--- src/rtl/eth_tx_arbiter.sv ---
// Frame-atomic round-robin arbiter that shares one byte-serial Ethernet TX path
// between an ARP/ICMP reply source (port 0) and a UDP payload source (port 1).
module eth_tx_arbiter #(
   parameter int IFG_CYCLES      = 48,
   parameter int TIMEOUT_CYCLES  = 256,
   parameter int MAX_FRAME_BYTES = 1526
) (
   input  logic       clk,
   input  logic       reset,
   input  logic [7:0] req0_byte,
   input  logic       req0_valid,
   input  logic       req0_last,
   output logic       req0_ready,
   input  logic [7:0] req1_byte,
   input  logic       req1_valid,
   input  logic       req1_last,
   output logic       req1_ready,
   output logic [7:0] tx_byte,
   output logic       tx_valid,
   output logic       tx_last,
   input  logic       tx_ready,
   output logic       tx_abort,
   output logic [1:0] grant
);

   localparam int IFG_W   = $clog2(IFG_CYCLES);
   localparam int STALL_W = $clog2(TIMEOUT_CYCLES);

   localparam logic [IFG_W-1:0]   IFG_LAST   = IFG_W'(IFG_CYCLES - 1);
   localparam logic [STALL_W-1:0] STALL_LAST = STALL_W'(TIMEOUT_CYCLES - 1);
   localparam logic [10:0]        BYTE_MAX   = 11'(MAX_FRAME_BYTES);

   typedef enum logic [1:0] {
      ST_IDLE  = 2'd0,
      ST_GRANT = 2'd1,
      ST_IFG   = 2'd2
   } state_t;

   state_t             state_r;
   state_t             state_nxt_s;
   logic [1:0]         grant_r;
   logic [1:0]         grant_pick_s;
   logic               last_served_r;
   logic [10:0]        byte_cnt_r;
   logic [IFG_W-1:0]   ifg_cnt_r;
   logic [STALL_W-1:0] stall_cnt_r;

   logic               sel_s;
   logic [7:0]         g_byte_s;
   logic               g_valid_s;
   logic               g_last_s;
   logic               hs_s;
   logic               oversize_s;
   logic               stall_to_s;
   logic               state_change_s;

   assign grant = grant_r;

   // Select the granted source's byte stream (grant is one-hot, bit 1 = port 1).
   always_comb begin
      sel_s = grant_r[1];
      if (sel_s) begin
         g_byte_s  = req1_byte;
         g_valid_s = req1_valid;
         g_last_s  = req1_last;
      end else begin
         g_byte_s  = req0_byte;
         g_valid_s = req0_valid;
         g_last_s  = req0_last;
      end
   end

   // Arbitration choice; a tie goes to the source that was not served last.
   always_comb begin
      grant_pick_s = 2'b00;
      if (req0_valid && req1_valid) begin
         if (last_served_r) begin
            grant_pick_s = 2'b01;
         end else begin
            grant_pick_s = 2'b10;
         end
      end else if (req0_valid) begin
         grant_pick_s = 2'b01;
      end else if (req1_valid) begin
         grant_pick_s = 2'b10;
      end else begin
         grant_pick_s = 2'b00;
      end
   end

   // Next-state and output decode.
   always_comb begin
      state_nxt_s = state_r;
      tx_byte     = 8'h00;
      tx_valid    = 1'b0;
      tx_last     = 1'b0;
      tx_abort    = 1'b0;
      req0_ready  = 1'b0;
      req1_ready  = 1'b0;
      hs_s        = 1'b0;
      oversize_s  = 1'b0;
      stall_to_s  = 1'b0;
      case (state_r)
         ST_IDLE: begin
            if (grant_pick_s != 2'b00) begin
               state_nxt_s = ST_GRANT;
            end else begin
               state_nxt_s = ST_IDLE;
            end
         end
         ST_GRANT: begin
            // Watchdog only advances while the transmitter could take a byte.
            oversize_s = (byte_cnt_r == BYTE_MAX) && !g_last_s;
            hs_s       = g_valid_s && tx_ready;
            stall_to_s = !g_valid_s && tx_ready && (stall_cnt_r == STALL_LAST);
            tx_byte    = g_byte_s;
            tx_valid   = g_valid_s && !oversize_s;
            tx_last    = g_last_s;
            req0_ready = !sel_s && tx_ready;
            req1_ready = sel_s && tx_ready;
            if (hs_s && (g_last_s || oversize_s)) begin
               tx_abort    = oversize_s;
               state_nxt_s = ST_IFG;
            end else if (stall_to_s) begin
               tx_abort    = 1'b1;
               state_nxt_s = ST_IFG;
            end else begin
               state_nxt_s = ST_GRANT;
            end
         end
         ST_IFG: begin
            if (ifg_cnt_r == IFG_LAST) begin
               state_nxt_s = ST_IDLE;
            end else begin
               state_nxt_s = ST_IFG;
            end
         end
         default: begin
            state_nxt_s = ST_IDLE;
         end
      endcase
   end

   assign state_change_s = (state_nxt_s != state_r);

   // State, owner and round-robin history.
   always_ff @(posedge clk or posedge reset) begin
      if (reset) begin
         state_r       <= ST_IDLE;
         grant_r       <= 2'b00;
         last_served_r <= 1'b1;
      end else begin
         state_r <= state_nxt_s;
         if ((state_r == ST_IDLE) && (state_nxt_s == ST_GRANT)) begin
            grant_r <= grant_pick_s;
         end else if (state_nxt_s != ST_GRANT) begin
            grant_r <= 2'b00;
         end else begin
            grant_r <= grant_r;
         end
         // Aborted frames count as served too.
         if ((state_r == ST_GRANT) && (state_nxt_s == ST_IFG)) begin
            last_served_r <= sel_s;
         end else begin
            last_served_r <= last_served_r;
         end
      end
   end

   // Frame byte counter.
   always_ff @(posedge clk or posedge reset) begin
      if (reset) begin
         byte_cnt_r <= 11'd0;
      end else if (state_change_s) begin
         byte_cnt_r <= 11'd0;
      end else if (hs_s) begin
         byte_cnt_r <= byte_cnt_r + 11'd1;
      end else begin
         byte_cnt_r <= byte_cnt_r;
      end
   end

   // Source-stall watchdog counter.
   always_ff @(posedge clk or posedge reset) begin
      if (reset) begin
         stall_cnt_r <= '0;
      end else if (state_change_s) begin
         stall_cnt_r <= '0;
      end else if ((state_r == ST_GRANT) && g_valid_s) begin
         stall_cnt_r <= '0;
      end else if ((state_r == ST_GRANT) && tx_ready) begin
         stall_cnt_r <= stall_cnt_r + STALL_W'(1);
      end else begin
         stall_cnt_r <= stall_cnt_r;
      end
   end

   // Inter-frame gap counter.
   always_ff @(posedge clk or posedge reset) begin
      if (reset) begin
         ifg_cnt_r <= '0;
      end else if (state_change_s) begin
         ifg_cnt_r <= '0;
      end else if (state_r == ST_IFG) begin
         ifg_cnt_r <= ifg_cnt_r + IFG_W'(1);
      end else begin
         ifg_cnt_r <= ifg_cnt_r;
      end
   end

endmodule

--- config.mk ---
export PLATFORM = sky130hd
export DESIGN_NAME = eth_tx_arbiter
export DESIGN_NICKNAME = d
export VERILOG_FILES = /design/src/rtl/eth_tx_arbiter.sv
export SDC_FILE = /design/constraint.sdc
export NUM_CORES = 1
export LEC_CHECK = 0
export BUFFER_PORTS_ARGS = -buffer_cell sky130_fd_sc_hd__buf_2
export CAP_MARGIN = 20
export CORE_UTILIZATION = 45
export CTS_BUF_LIST = sky130_fd_sc_hd__clkbuf_4 sky130_fd_sc_hd__clkbuf_8 sky130_fd_sc_hd__clkbuf_16
export CTS_CLUSTER_SIZE = 40
export DETAILED_ROUTE_END_ITERATION = 6
export GPL_ROUTABILITY_DRIVEN = 0
export PLACE_DENSITY_LB_ADDON = 0.05
export SYNTH_ARGS = -nofsm -noshare
export SYNTH_HDL_FRONTEND = slang
export SYNTH_SLANG_ARGS = --single-unit
--- constraint.sdc ---
create_clock -name clk -period 1.7 [get_ports clk]
set_clock_uncertainty 0.15 [all_clocks]
set_input_delay 0.085 -clock clk [delete_from_list [all_inputs] [get_ports clk]]
set_output_delay 0.085 -clock clk [all_outputs]
set_load 0.01 [all_outputs]
Yosys cells after proc, flatten, opt, wreduce, memory -nomap -nowiden
Cells that the tools add are included.
Word-level totals
  bits in registers: 30
  input port bits: 23
  output and inout port bits: 15
  logic and storage cells: 72
Cells by class
  add/sub/neg operators: 3
  equal/unequal tests: 9
  muxes and demuxes: 30
  reductions and logical operators: 24
Operators with widths (number)
  $mux 8: 5
  $mux 11: 2
  $mux 2: 9
  $logic_and 1x1->1: 13
  $mux 6: 2
  $add 11x1->11 const B: 1
  $eq 11x11->1 const B: 1
  $mux 1: 11
  $add 8x1->8 const B: 1
  $eq 8x8->1 const B: 1
  $reduce_bool 2->1: 4
  $add 6x1->6 const B: 1
  $eq 6x6->1 const B: 1
  $pmux 2 s3: 1
  $eq 2x1->1 const B: 2
  $eq 2x2->1 const B: 2
  $logic_not 1->1: 4
  $reduce_bool 3->1: 1
  $logic_not 2->1: 1
  $ne 2x1->1 const B: 1
  $ne 2x2->1: 1
  $logic_or 1x1->1: 1

Longest topological paths before layout
Gate-level depths: netlist (run 1).
  word-level depth: 10
  gate-level depth with buffers: 8
  gate-level depth less buffers: 6

Least setup slack after synthesis (run 1)
Ideal clock, no wire load.
  kind: reg-to-reg
  start: reg grant_r[1], in the netlist grant[1]
  end: reg stall_cnt_r[2]
  setup time: 0.094 ns
  arrival time: 1.659 ns
  data required time: 1.456 ns
  path slack: -0.203 ns
  stages on the path, launching flop included: 6
  path buffers: 2
  clock period less this slack: 1.903 ns
  path through: dfrtp_1 > buf_6 > mux2_2 > buf_6 > or4_1 > a211oi_1
On the way
  cells in the longest elaborated chain, start to end: 9
  elaborated cells on any way between the ends: 18
  those cells by class: eq/ne (1); mux (7); reduce/logical (10)
Ends and longest elaborated chain
  from (decl): line 41  | logic [1:0] grant_r;
  from (signal assigned): line 155  | grant_r <= grant_pick_s;
  from (signal assigned): line 159  | grant_r <= grant_r;
  $mux 1: line 62  | if (sel_s) begin
  $logic_not 1->1 (on tied branches): line 115, 113
  $logic_and 1x1->1 (on tied branches): line 115, 113
  $logic_and 1x1->1 or $logic_or 1x1->1 (tied branches): line 115, 121
  $mux 2 or $logic_and 1x1->1 (tied branches): line 124, 121
  $mux 2: line 121  | if (hs_s && (g_last_s || oversize_s)) begin
  $pmux 2 s3: line 103  | case (state_r)
  $ne 2x2->1: line 144  | assign state_change_s = (state_nxt_s != state_r);
  $reduce_bool 3->1 (no line) or $mux 8 (tied branches)
  to (signal assigned): line 192  | stall_cnt_r <= stall_cnt_r + STALL_W'(1);
  to (signal assigned): line 194  | stall_cnt_r <= stall_cnt_r;
  to (decl): line 46  | logic [STALL_W-1:0] stall_cnt_r;
Several ways; a longest one is shown, not always the timed one.
A chain may end at the register's enable or synchronous reset.

Worst setup path in the final report (run 1)
  start: reg grant_r[1], in the netlist grant[1]
  end: reg stall_cnt_r[6]
The elaborated chain is that of the path after synthesis.

==> results of run 1 <==
[worst max-delay path by stage]
stage	startpoint	end	slack, ns	depth (start not counted)
CTS	byte_cnt_r[0]	tx_abort	-0.32	7
global route	grant[1]	stall_cnt_r[6]	-0.38	7
finish	grant[1]	stall_cnt_r[6]	-0.30	7
floorplan	grant[1]	stall_cnt_r[2]	-0.13	5
detailed placement	grant[1]	stall_cnt_r[2]	-0.25	4
global placement	byte_cnt_r[1]	byte_cnt_r[10]	-0.21	6
[power by group]
part           total (W)  switching, W  internal (W)
logic            0.00233       0.00112       0.00121
registers       0.000895     0.0000793      0.000816
clock network   0.000636      0.000293      0.000343
[cell type report]
type                            count  area share (%)
Tap cell                           50            2.03
Sequential cell                    30            24.4
Clock buffer                        7            2.92
Timing Repair Buffer              111            27.7
Multi-Input combinational cell    166            42.2
Inverter                            5           0.608
Clock inverter                      1           0.162
[sequential cells by signal, indices dropped and copies added (netlist names)]
register and count:
byte_cnt_r 11, stall_cnt_r 8, ifg_cnt_r 6, grant 2, state_r 2, last_served_r 1
[kinds of logic after synthesis]
family | Yosys count | share of synthesized area, %
AO/OA/AOI/OAI | 33 | 12.4
XOR/XNOR | 13 | 5.77
adder cells (fa/ha/maj) | 4 | 2.54
buffers and inverters | 17 | 4.82
flip-flops | 30 | 38.1
multiplexers | 13 | 7.99
AND/OR/NAND/NOR | 102 | 28.4
[critical path, stage by stage, from the launching register on]
cell and delay [ns]:
dfrtp_2 0.46, buf_4 0.15, buf_6 0.11, mux2_4 0.35
buf_6 0.14, a31oi_1 0.15, o21ai_0 0.12, a211oi_1 0.26
[placed cells by master, fill, tap and decap left out, drive strengths merged, types with 4 or more instances in the layout]
cell type	n
buf	107
dfrtp	29
nor2	19
nand2	18
nor3	16
nand3	12
mux2i	11
xnor2	8
clkbuf	8
nand4	7
a21oi	6
a211oi	6
o21ai	6
inv	5
xor2	5
or3	4
a31oi	4
nand2b	4
nor4	4
ha	4
[per-layer routing]
metal  part of all wire [%]  track usage (%)  vias to the layer above  routed length, um
met5                      0                0                        -                  0
met4                    1.5             8.59                        0                 87
met3                    4.9             4.83                        7                282
met2                     48             43.1                       66               2780
met1                     46             33.4                      963               2640
li1                       -                -                      987                  -
[stage by stage]
step / total power, W / util, % / setup TNS [ns] / hold slack (ns) / instances
floorplan: 0.00183 / - / -1.65 / 0.0251 / 212
finish: 0.00386 / 75.1 / -5.78 / 0.0416 / 370
detailed placement: 0.00255 / 62.7 / -4.53 / 0.0368 / 338
global route: 0.00405 / 75.1 / -8.41 / 0.0785 / 370
global placement: 0.00254 / 62.7 / -3.84 / 0.0350 / 338
CTS: 0.00342 / 70.4 / -6.34 / 0.0377 / 360
[what timing repair did]
action | CTS | global route
hold buffers | 3 | 0
endpoints found under the hold margin | 31 | 0
endpoints found under the setup margin | 35 | 42
resized for setup | 28 | 22
pin swaps | 13 | 16
setup buffers | 9 | 8
gates cloned | 2 | 3
==> run summary, run 1 <==
Run status - finished with violations
Failing checks - setup timing
Filler instances - 298
CORE AREA - 4120 um^2
Most instantiated library cell after synthesis - dfrtp_1
Syn Std Cell Area - 1970 um^2
Detailed Route Iter0 Violations - 128
Largest net degree at the start of global routing - 31
Worst-Margin Slew - 0.399 ns
Startpoint type of the worst setup path - flop
Vias per cell - 5.47
Fin crit share - 118%
Number of global-route vias before repair - 1957
Mean Syn Cell Area - 9.30 um^2
Chip Width - 68.2 um
Multi-input combinational cell area - 1300 um^2
Worst setup margin - -0.304 ns
Diodes inserted - 0
Maximum vdd drop - 0.000858 V
Unique cell type count in the Yosys netlist - 48
Pre-CTS setup slack - -0.248 ns
Final Max Tran Viols - 0
Min-Delay Endpoint - grant[1]
Hold Violations, Final - 0
Initial Util - 47.9%
Clk_lat worst skew - 0.29 ns
Leakage power total - 1.42 nW
CTS H-tree lvls - 2
HP Class - in2reg
Die Y - 68.2 um
Unrepaired setup endpoints after global routing - yes
Area of all placed cells without fillers - 3090 um^2
Max Clk Rate - 499 MHz
CTS tree - yes
Pre-antenna DRT Iters - 4
Crit Path Max Fanout - 5
Warnings from Yosys - 0
Buffers on Ports - 37
Initial antenna violation count - 0
Required @ worst endpoint - 1.73 ns
# DRC - 0
Root cell of the clock tree - clkbuf_8
FP Rows - 23
WS Path Type - reg2reg
Register area share after synthesis - 38.1%
Post-Syn Instances - 212
Layout cell share with drive strength beyond 1 - 48.1%
Power Dens Cells - 1250 nW/um^2
Slew margin rel. - 73.1%
Post-Syn Nets - 239
#FFs+latches synth - 30
Area leader, netlist - dfrtp_1
Post-DP Area - 2580 um^2
Setup-failing EPs final - 33
Reg2reg end - stall_cnt_r[6]
NumNets Final - 346
Clock slew at reported path FFs - 0.07 ns
Min Tclk post-route - 2.00 ns
First-pass GRT wire length - 8870 um
CTS max path bufs - 2
Setup crit end kind - flop
Final Routed Wirelength - 5790 um
DP HPWL - 3570 um
I/O pin count - 38
R2R Path Start - grant[1]
Top_reg_cell synth - dfrtp_1
Vias - 2023
Aggregate global routing overflow - 0
All-layer global routing usage - 25.9%
Area delta synth->final - 56.7%
Async S/R FF share, synth - 100%
Hold Path Stages - 4
Sink Count - 30
Reg2reg setup slack - -0.30 ns
Routed len/inst - 15.7 um
EDFF count, synth - 0
Top cell type's share of synthesized area - 36.8%
Reg2reg path depth - 7
Area contributors post-synth - dfrtp_1 (37%), mux2i_1 (4.6%), nor3_1 (4.1%), nor2_1 (3.6%), xnor2_1 (3.6%)
Register Area - 753 um^2
Die ar. - 4650 um^2
CTS Buf Count - 5
Final ANT Viol Nets - 0
Startpoint of the worst hold path - req0_valid
Post-synth top cells - dfrtp_1 (29), nor2_1 (19), nand2_1 (17)
Max-Cap Viols - 0
Arr. time, crit path - 2.04 ns
Note: power is estimated with default switching activity, not from simulation.
==> run 2: changes to the inputs <==
CTS_CLUSTER_SIZE = default   (was 40)
clock period = 1.6 ns   (was 1.7 ns; I/O delays follow)
==> run summary, run 2 (synthesis gave the netlist of run 1 again) <==
Largest net degree at the start of global routing - 31 (unchanged)
Number of global-route vias before repair - 1911 (-2.4%)
Fin crit share - 131%
Setup crit end kind - output pin
Initial antenna violation count - 0 (unchanged)
Die Y - 68.2 um (unchanged)
Pwr Total - 0.00449 W (+16%)
Failing checks - setup timing
CTS tree - yes
Top reg by flops - byte_cnt_r
Crit path cell chain - inv_1 > ha_2 > nand3b_1 > o41ai_4 > buf_4 > nand3_1 > a21oi_2 > buf_2
Finished Layout Cells - 379 (+2.4%)
Clk_lat worst skew - 0.28 ns (about the same)
Largest registers - byte_cnt_r x11, stall_cnt_r x8, ifg_cnt_r x6
CP top delay family - buffers and inverters
Critical path's slowest cell - dfrtp_1
Layout cell share with drive strength beyond 1 - 56.5% (+8.4 points)
Clock slew at reported path FFs - 0.07 ns (about the same)
Placed cell count - 342 (+1.2%)
Aggregate global routing overflow - 0 (unchanged)
Routed len/inst - 17.3 um (+11%)
NumNets Final - 355 (+2.6%)
Area of all placed cells without fillers - 3340 um^2 (+8.1%)
Reg2reg end - last_served_r
Max reg flops - 11 (unchanged)
Chip Width - 68.2 um (unchanged)
CORE AREA - 4120 um^2 (unchanged)
CTS Buf Count - 5 (unchanged)
Net Sw Frac - 39.4% (+0.76 points)
Sink Count - 30 (unchanged)
Unrepaired setup endpoints after global routing - yes
Critical path origin - byte_cnt_r[0]
Vias - 2143 (+5.9%)
Pre-antenna DRT Iters - 4 (unchanged)
DP HPWL - 3730 um (+4.4%)
Pre-CTS setup slack - -0.308 ns (-0.0601 ns)
Vias per cell - 5.65 (+3.4%)
Crit path capture - tx_abort
Max-Cap Viols - 0 (unchanged)
R2R Path Start - grant[1]
Setup-failing EPs final - 42 (+27%)
Required @ worst endpoint - 1.37 ns (-0.36 ns)
I/O pin count - 38 (unchanged)
Reg2reg path depth - 7 (unchanged)
Most frequent cells in the layout - buf_4 (55), buf_2 (33), dfrtp_1 (28)
Detailed Route Iter0 Violations - 118 (-7.8%)
Startpoint type of the worst setup path - flop
Area delta synth->final - 69.4%
Reg power frac - 21.1% (-2.1 points)
Final ANT Viol Nets - 0 (unchanged)
Worst-Margin Slew - 0.413 ns (+0.0147 ns)
First-pass GRT wire length - 8810 um (-0.70%)
Commonest non-fill, non-tap cell in the layout - buf_4
Root cell of the clock tree - clkbuf_8
Run status - finished with violations
Min Tclk post-route - 2.10 ns
Critical path buffers and inverters - 3 (unchanged)
Clock network fraction of total power - 14.8% (-1.7 points)
CTS max path bufs - 2 (unchanged)
Final Max Tran Viols - 0 (unchanged)
Diodes inserted - 0 (unchanged)
Buffers on Ports - 37 (unchanged)
Max Clk Rate - 476 MHz
Max incr delay on CP - 0.38 ns (-0.08 ns)
Leakage power total - 1.52 nW (+7.1%)
Maximum vdd drop - 0.000947 V (+10%)
Final Routed Wirelength - 6570 um (+13%)
FP Rows - 23 (unchanged)
HP Class - in2reg
Post-DP Area - 2600 um^2 (+0.82%)
WS Path Type - reg2out
Slew margin rel. - 72.4% (-0.63 points)
Stages on the worst setup path - 8 (+1)
Worst setup margin - -0.501 ns (-0.197 ns)
Reg2reg setup slack - -0.50 ns (-0.20 ns)
# DRC - 0 (unchanged)
Initial Util - 47.9% (unchanged)
Crit Path Max Fanout - 3 (-2)
CTS H-tree lvls - 2 (unchanged)
P_int - 0.00272 W (+15%)
Power Dens Cells - 1350 nW/um^2 (+7.5%)
P_sw - 0.00177 W (+19%)
Gate power share - 64.1% (+3.7 points)
Hold Violations, Final - 0 (unchanged)
Startpoint of the worst hold path - req0_valid
Arr. time, crit path - 1.87 ns (-0.17 ns)
All-layer global routing usage - 25.7% (-0.21 points)
Die ar. - 4650 um^2 (unchanged)
run 2: layout make-up:
class	instances	area, um^2
multi-input cells	165	1420
clock buffers	6	82.6
inverters	5	18.8
flip-flops and latches	30	753
fillers	240	774
repair buffers	121	993
well taps	50	62.6
clock inverters	2	12.5
run 2: per-layer routing:
| layer | vias up | track usage (%) | wire length, um |
|---|---|---|---|
| met3 | 12 | 5.17 | 317 |
| met2 | 65 | 40.4 | 3330 |
| met5 | - | 0 | 0 |
| met1 | 1060 | 34.7 | 2790 |
| li1 | 1006 | - | - |
| met4 | 0 | 8.85 | 125 |
run 2: worst min-delay path by stage:
stage,slack (ns),cells past startpoint,end
CTS,0.02,4,grant[1]
floorplan,0.02,1,byte_cnt_r[0]
global route,0.10,4,grant[1]
global placement,0.03,3,grant[0]
finish,0.07,4,grant[1]
detailed placement,0.03,3,grant[0]
run 2: repair_timing:
item                       CTS  global route
hold buffers                 3             0
setup buffers               15            13
pin swaps                    9            33
gates resized for setup     30            59
gates cloned                 1             1
hold endpoints to repair    31             0
setup endpoints to repair   42            43
run 2: power groups by stage:
stage	registers [W]	clock network [W]	logic (W)
2_1_floorplan	0.000959	0	0.00102
3_3_place_gp	0.000957	0	0.00176
3_5_place_dp	0.000958	0	0.00177
4_1_cts	0.000939	0.000664	0.00218
5_1_grt	0.000960	0.000715	0.00305
6_report	0.000949	0.000665	0.00288
run 2: per-stage QoR:
step / utilization (%) / setup TNS, ns / hold slack [ns]
global placement: 63.2 / -5.68 / 0.0305
detailed placement: 63.2 / -7.06 / 0.0291
floorplan: - / -3.83 / 0.0201
CTS: 72.4 / -9.67 / 0.0247
finish: 81.2 / -10.18 / 0.0746
global route: 81.2 / -13.13 / 0.100
run 2: worst register-to-register path, stage by stage (launching register included):
cell,delay [ns]
dfrtp_2,0.42
mux2i_4,0.30
o41ai_4,0.12
buf_4,0.16
buf_6,0.11
buf_6,0.11
o211ai_1,0.32
mux2_4,0.34
==> run 3: changes to the inputs <==
PLACE_DENSITY = 0.7   (was default)
PLACE_DENSITY_LB_ADDON = default   (was 0.05)
==> run summary, run 3 (synthesis gave the netlist of run 1 again) <==
Run status - finished with violations
Failing checks - setup timing
Gate power share - 56.2% (-7.9 points)
Vias - 2051 (-4.3%)
Crit Path Max Fanout - 5 (+2)
Net Sw Frac - 38.9% (-0.43 points)
Worst-Margin Slew - 0.380 ns (-0.0336 ns)
Chip Width - 68.2 um (unchanged)
Min-Delay Endpoint - grant[1]
Largest registers - byte_cnt_r x11, stall_cnt_r x8, ifg_cnt_r x6
Setup_tns - -9.60 ns (+0.582 ns)
Power Dens Cells - 1330 nW/um^2 (-1.3%)
Crit path cell chain - mux2i_4 > buf_4 > buf_4 > nand3_1 > a21oi_2 > buf_2
Vias per cell - 5.71 (+1.0%)
Root cell of the clock tree - clkbuf_8
Pre-antenna DRT Iters - 5 (+1)
Critical path origin - grant[1]
Top cell by count, worst path - buf_4
Final core utilization - 73.0% (-8.1 points)
CORE AREA - 4120 um^2 (unchanged)
Number of global-route vias before repair - 2054 (+7.5%)
Pwr Total - 0.00399 W (-11%)
CTS H-tree lvls - 2 (unchanged)
First-pass GRT wire length - 9660 um (+9.6%)
HP Class - in2reg
Reg power frac - 24.3% (+3.2 points)
Reg2reg end - state_r[0]
All-layer global routing usage - 29.1% (+3.5 points)
Die Y - 68.2 um (unchanged)
Required @ worst endpoint - 1.37 ns (about the same)
Maximum vdd drop - 0.00121 V (+28%)
FP Rows - 23 (unchanged)
Startpoint type of the worst setup path - flop
Largest net degree at the start of global routing - 31 (unchanged)
Commonest non-fill, non-tap cell in the layout - buf_4
Reg2reg path depth - 7 (unchanged)
WS Path Type - reg2out
Top reg by flops - byte_cnt_r
Slew margin rel. - 74.7% (+2.2 points)
CTS Buf Count - 5 (unchanged)
Clock slew at reported path FFs - 0.08 ns (about the same)
Setup-failing EPs final - 42 (unchanged)
Setup crit end kind - output pin
DP HPWL - 4020 um (+7.8%)
Final ANT Viol Nets - 0 (unchanged)
Leakage power total - 1.38 nW (-9.2%)
# DRC - 0 (unchanged)
Most frequent cells in the layout - buf_4 (46), buf_2 (35), dfrtp_1 (27)
Initial antenna violation count - 0 (unchanged)
P_int - 0.00244 W (-11%)
Routed len/inst - 17.2 um (-0.54%)
Fin crit share - 128% (-3.0 points)
Sink Count - 30 (unchanged)
Arr. time, crit path - 1.82 ns (-0.05 ns)
NumNets Final - 335 (-5.6%)
CTS tree - yes
Clock network fraction of total power - 19.5% (+4.7 points)
Final Routed Wirelength - 6190 um (-5.8%)
Aggregate global routing overflow - 0 (unchanged)
Buffers on Ports - 37 (unchanged)
Critical path's slowest cell - dfrtp_2
I/O pin count - 38 (unchanged)
Layout cell share with drive strength beyond 1 - 46.9% (-9.6 points)
CP top delay family - buffers and inverters
Hold slack final - 0.0593 ns (-0.0153 ns)
Max reg flops - 11 (unchanged)
Critical path buffers and inverters - 3 (unchanged)
Final Max Tran Viols - 0 (unchanged)
P_sw - 0.00155 W (-12%)
CTS max path bufs - 2 (unchanged)
Hold Path Stages - 4 (unchanged)
Reg2reg setup slack - -0.42 ns (+0.08 ns)
Min Tclk post-route - 2.05 ns (-0.0483 ns)
Clk_lat worst skew - 0.30 ns (+0.02 ns)
Max-Cap Viols - 0 (unchanged)
Die ar. - 4650 um^2 (unchanged)
Area delta synth->final - 52.4%
Max incr delay on CP - 0.47 ns (+0.09 ns)
Unrepaired setup endpoints after global routing - yes
Initial Util - 47.9% (unchanged)
Hold Violations, Final - 0 (unchanged)
Max Clk Rate - 487 MHz (+2.4%)
Detailed Route Iter0 Violations - 102 (-14%)
R2R Path Start - grant[1]
Worst setup margin - -0.453 ns (+0.0483 ns)
Diodes inserted - 0 (unchanged)
Pre-CTS setup slack - -0.320 ns (-0.0126 ns)
Startpoint of the worst hold path - req0_valid
[run 3: changes by cell type in the layout (fill, tap and decap cells not counted), sizes merged]
cell,previous run,this run
clkinv,1,2
clkbuf,7,5
clkinvlp,1,0
buf,117,98
bufinv,0,1
[run 3: power groups by stage]
stage                     Clock (W)  Combinational, W  Sequential [W]
final                      0.000778           0.00224        0.000971
after detailed placement          0           0.00175        0.000978
after CTS                  0.000781           0.00202        0.000964
after global placement            0           0.00172        0.000971
after global routing       0.000826           0.00238        0.000983
after floorplan                   0           0.00102        0.000959
[run 3: how the worst max path moves through the flow]
stage                                end  slack [ns]  cells past startpoint
after detailed placement  stall_cnt_r[2]       -0.32                      7
final                           tx_abort       -0.45                      6
after floorplan           stall_cnt_r[2]       -0.23                      5
after global placement    stall_cnt_r[1]       -0.26                      7
after CTS                       tx_abort       -0.51                      8
after global routing            tx_abort       -0.55                      8
[run 3: metrics by stage]
step / cell area, um^2 / cells
global placement: 2590 / 339
CTS: 2910 / 358
floorplan: 2020 / 212
global route: 3010 / 359
detailed placement: 2590 / 339
finish: 3010 / 359
[run 3: timing repair]
item | in CTS | in global routing
resized for setup | 26 | 21
cloned | 2 | 0
hold buffers | 3 | 0
buffers inserted | 6 | 2
pin swaps | 11 | 8
setup endpoints to repair | 43 | 43
hold endpoints to repair | 31 | 0
[run 3: final cells by class]
type,count,area [um^2]
Clock buffer,5,68.8
Clock inverter,3,40.0
Fill cell,288,1110
Inverter,5,18.8
Multi-Input combinational cell,165,1280
Sequential cell,30,754
Tap cell,50,62.6
Timing Repair Buffer,101,779
[run 3: layer usage]
metal	share of wire, %	vias to the layer above	GRT usage [%]
met5	0	-	0
met4	2.6	0	10.2
met3	4.1	15	6.33
met2	50	51	50.4
met1	43	1019	35.4
li1	-	966	-
[run 3: tightest hold or removal path, delay by kind of cell]
| kind | cells | cell delay [ns] |
|---|---|---|
| AND/OR/NAND/NOR | 2 | 0.17 |
| AO/OA/AOI/OAI | 1 | 0.07 |
| buffers and inverters | 1 | 0.15 |
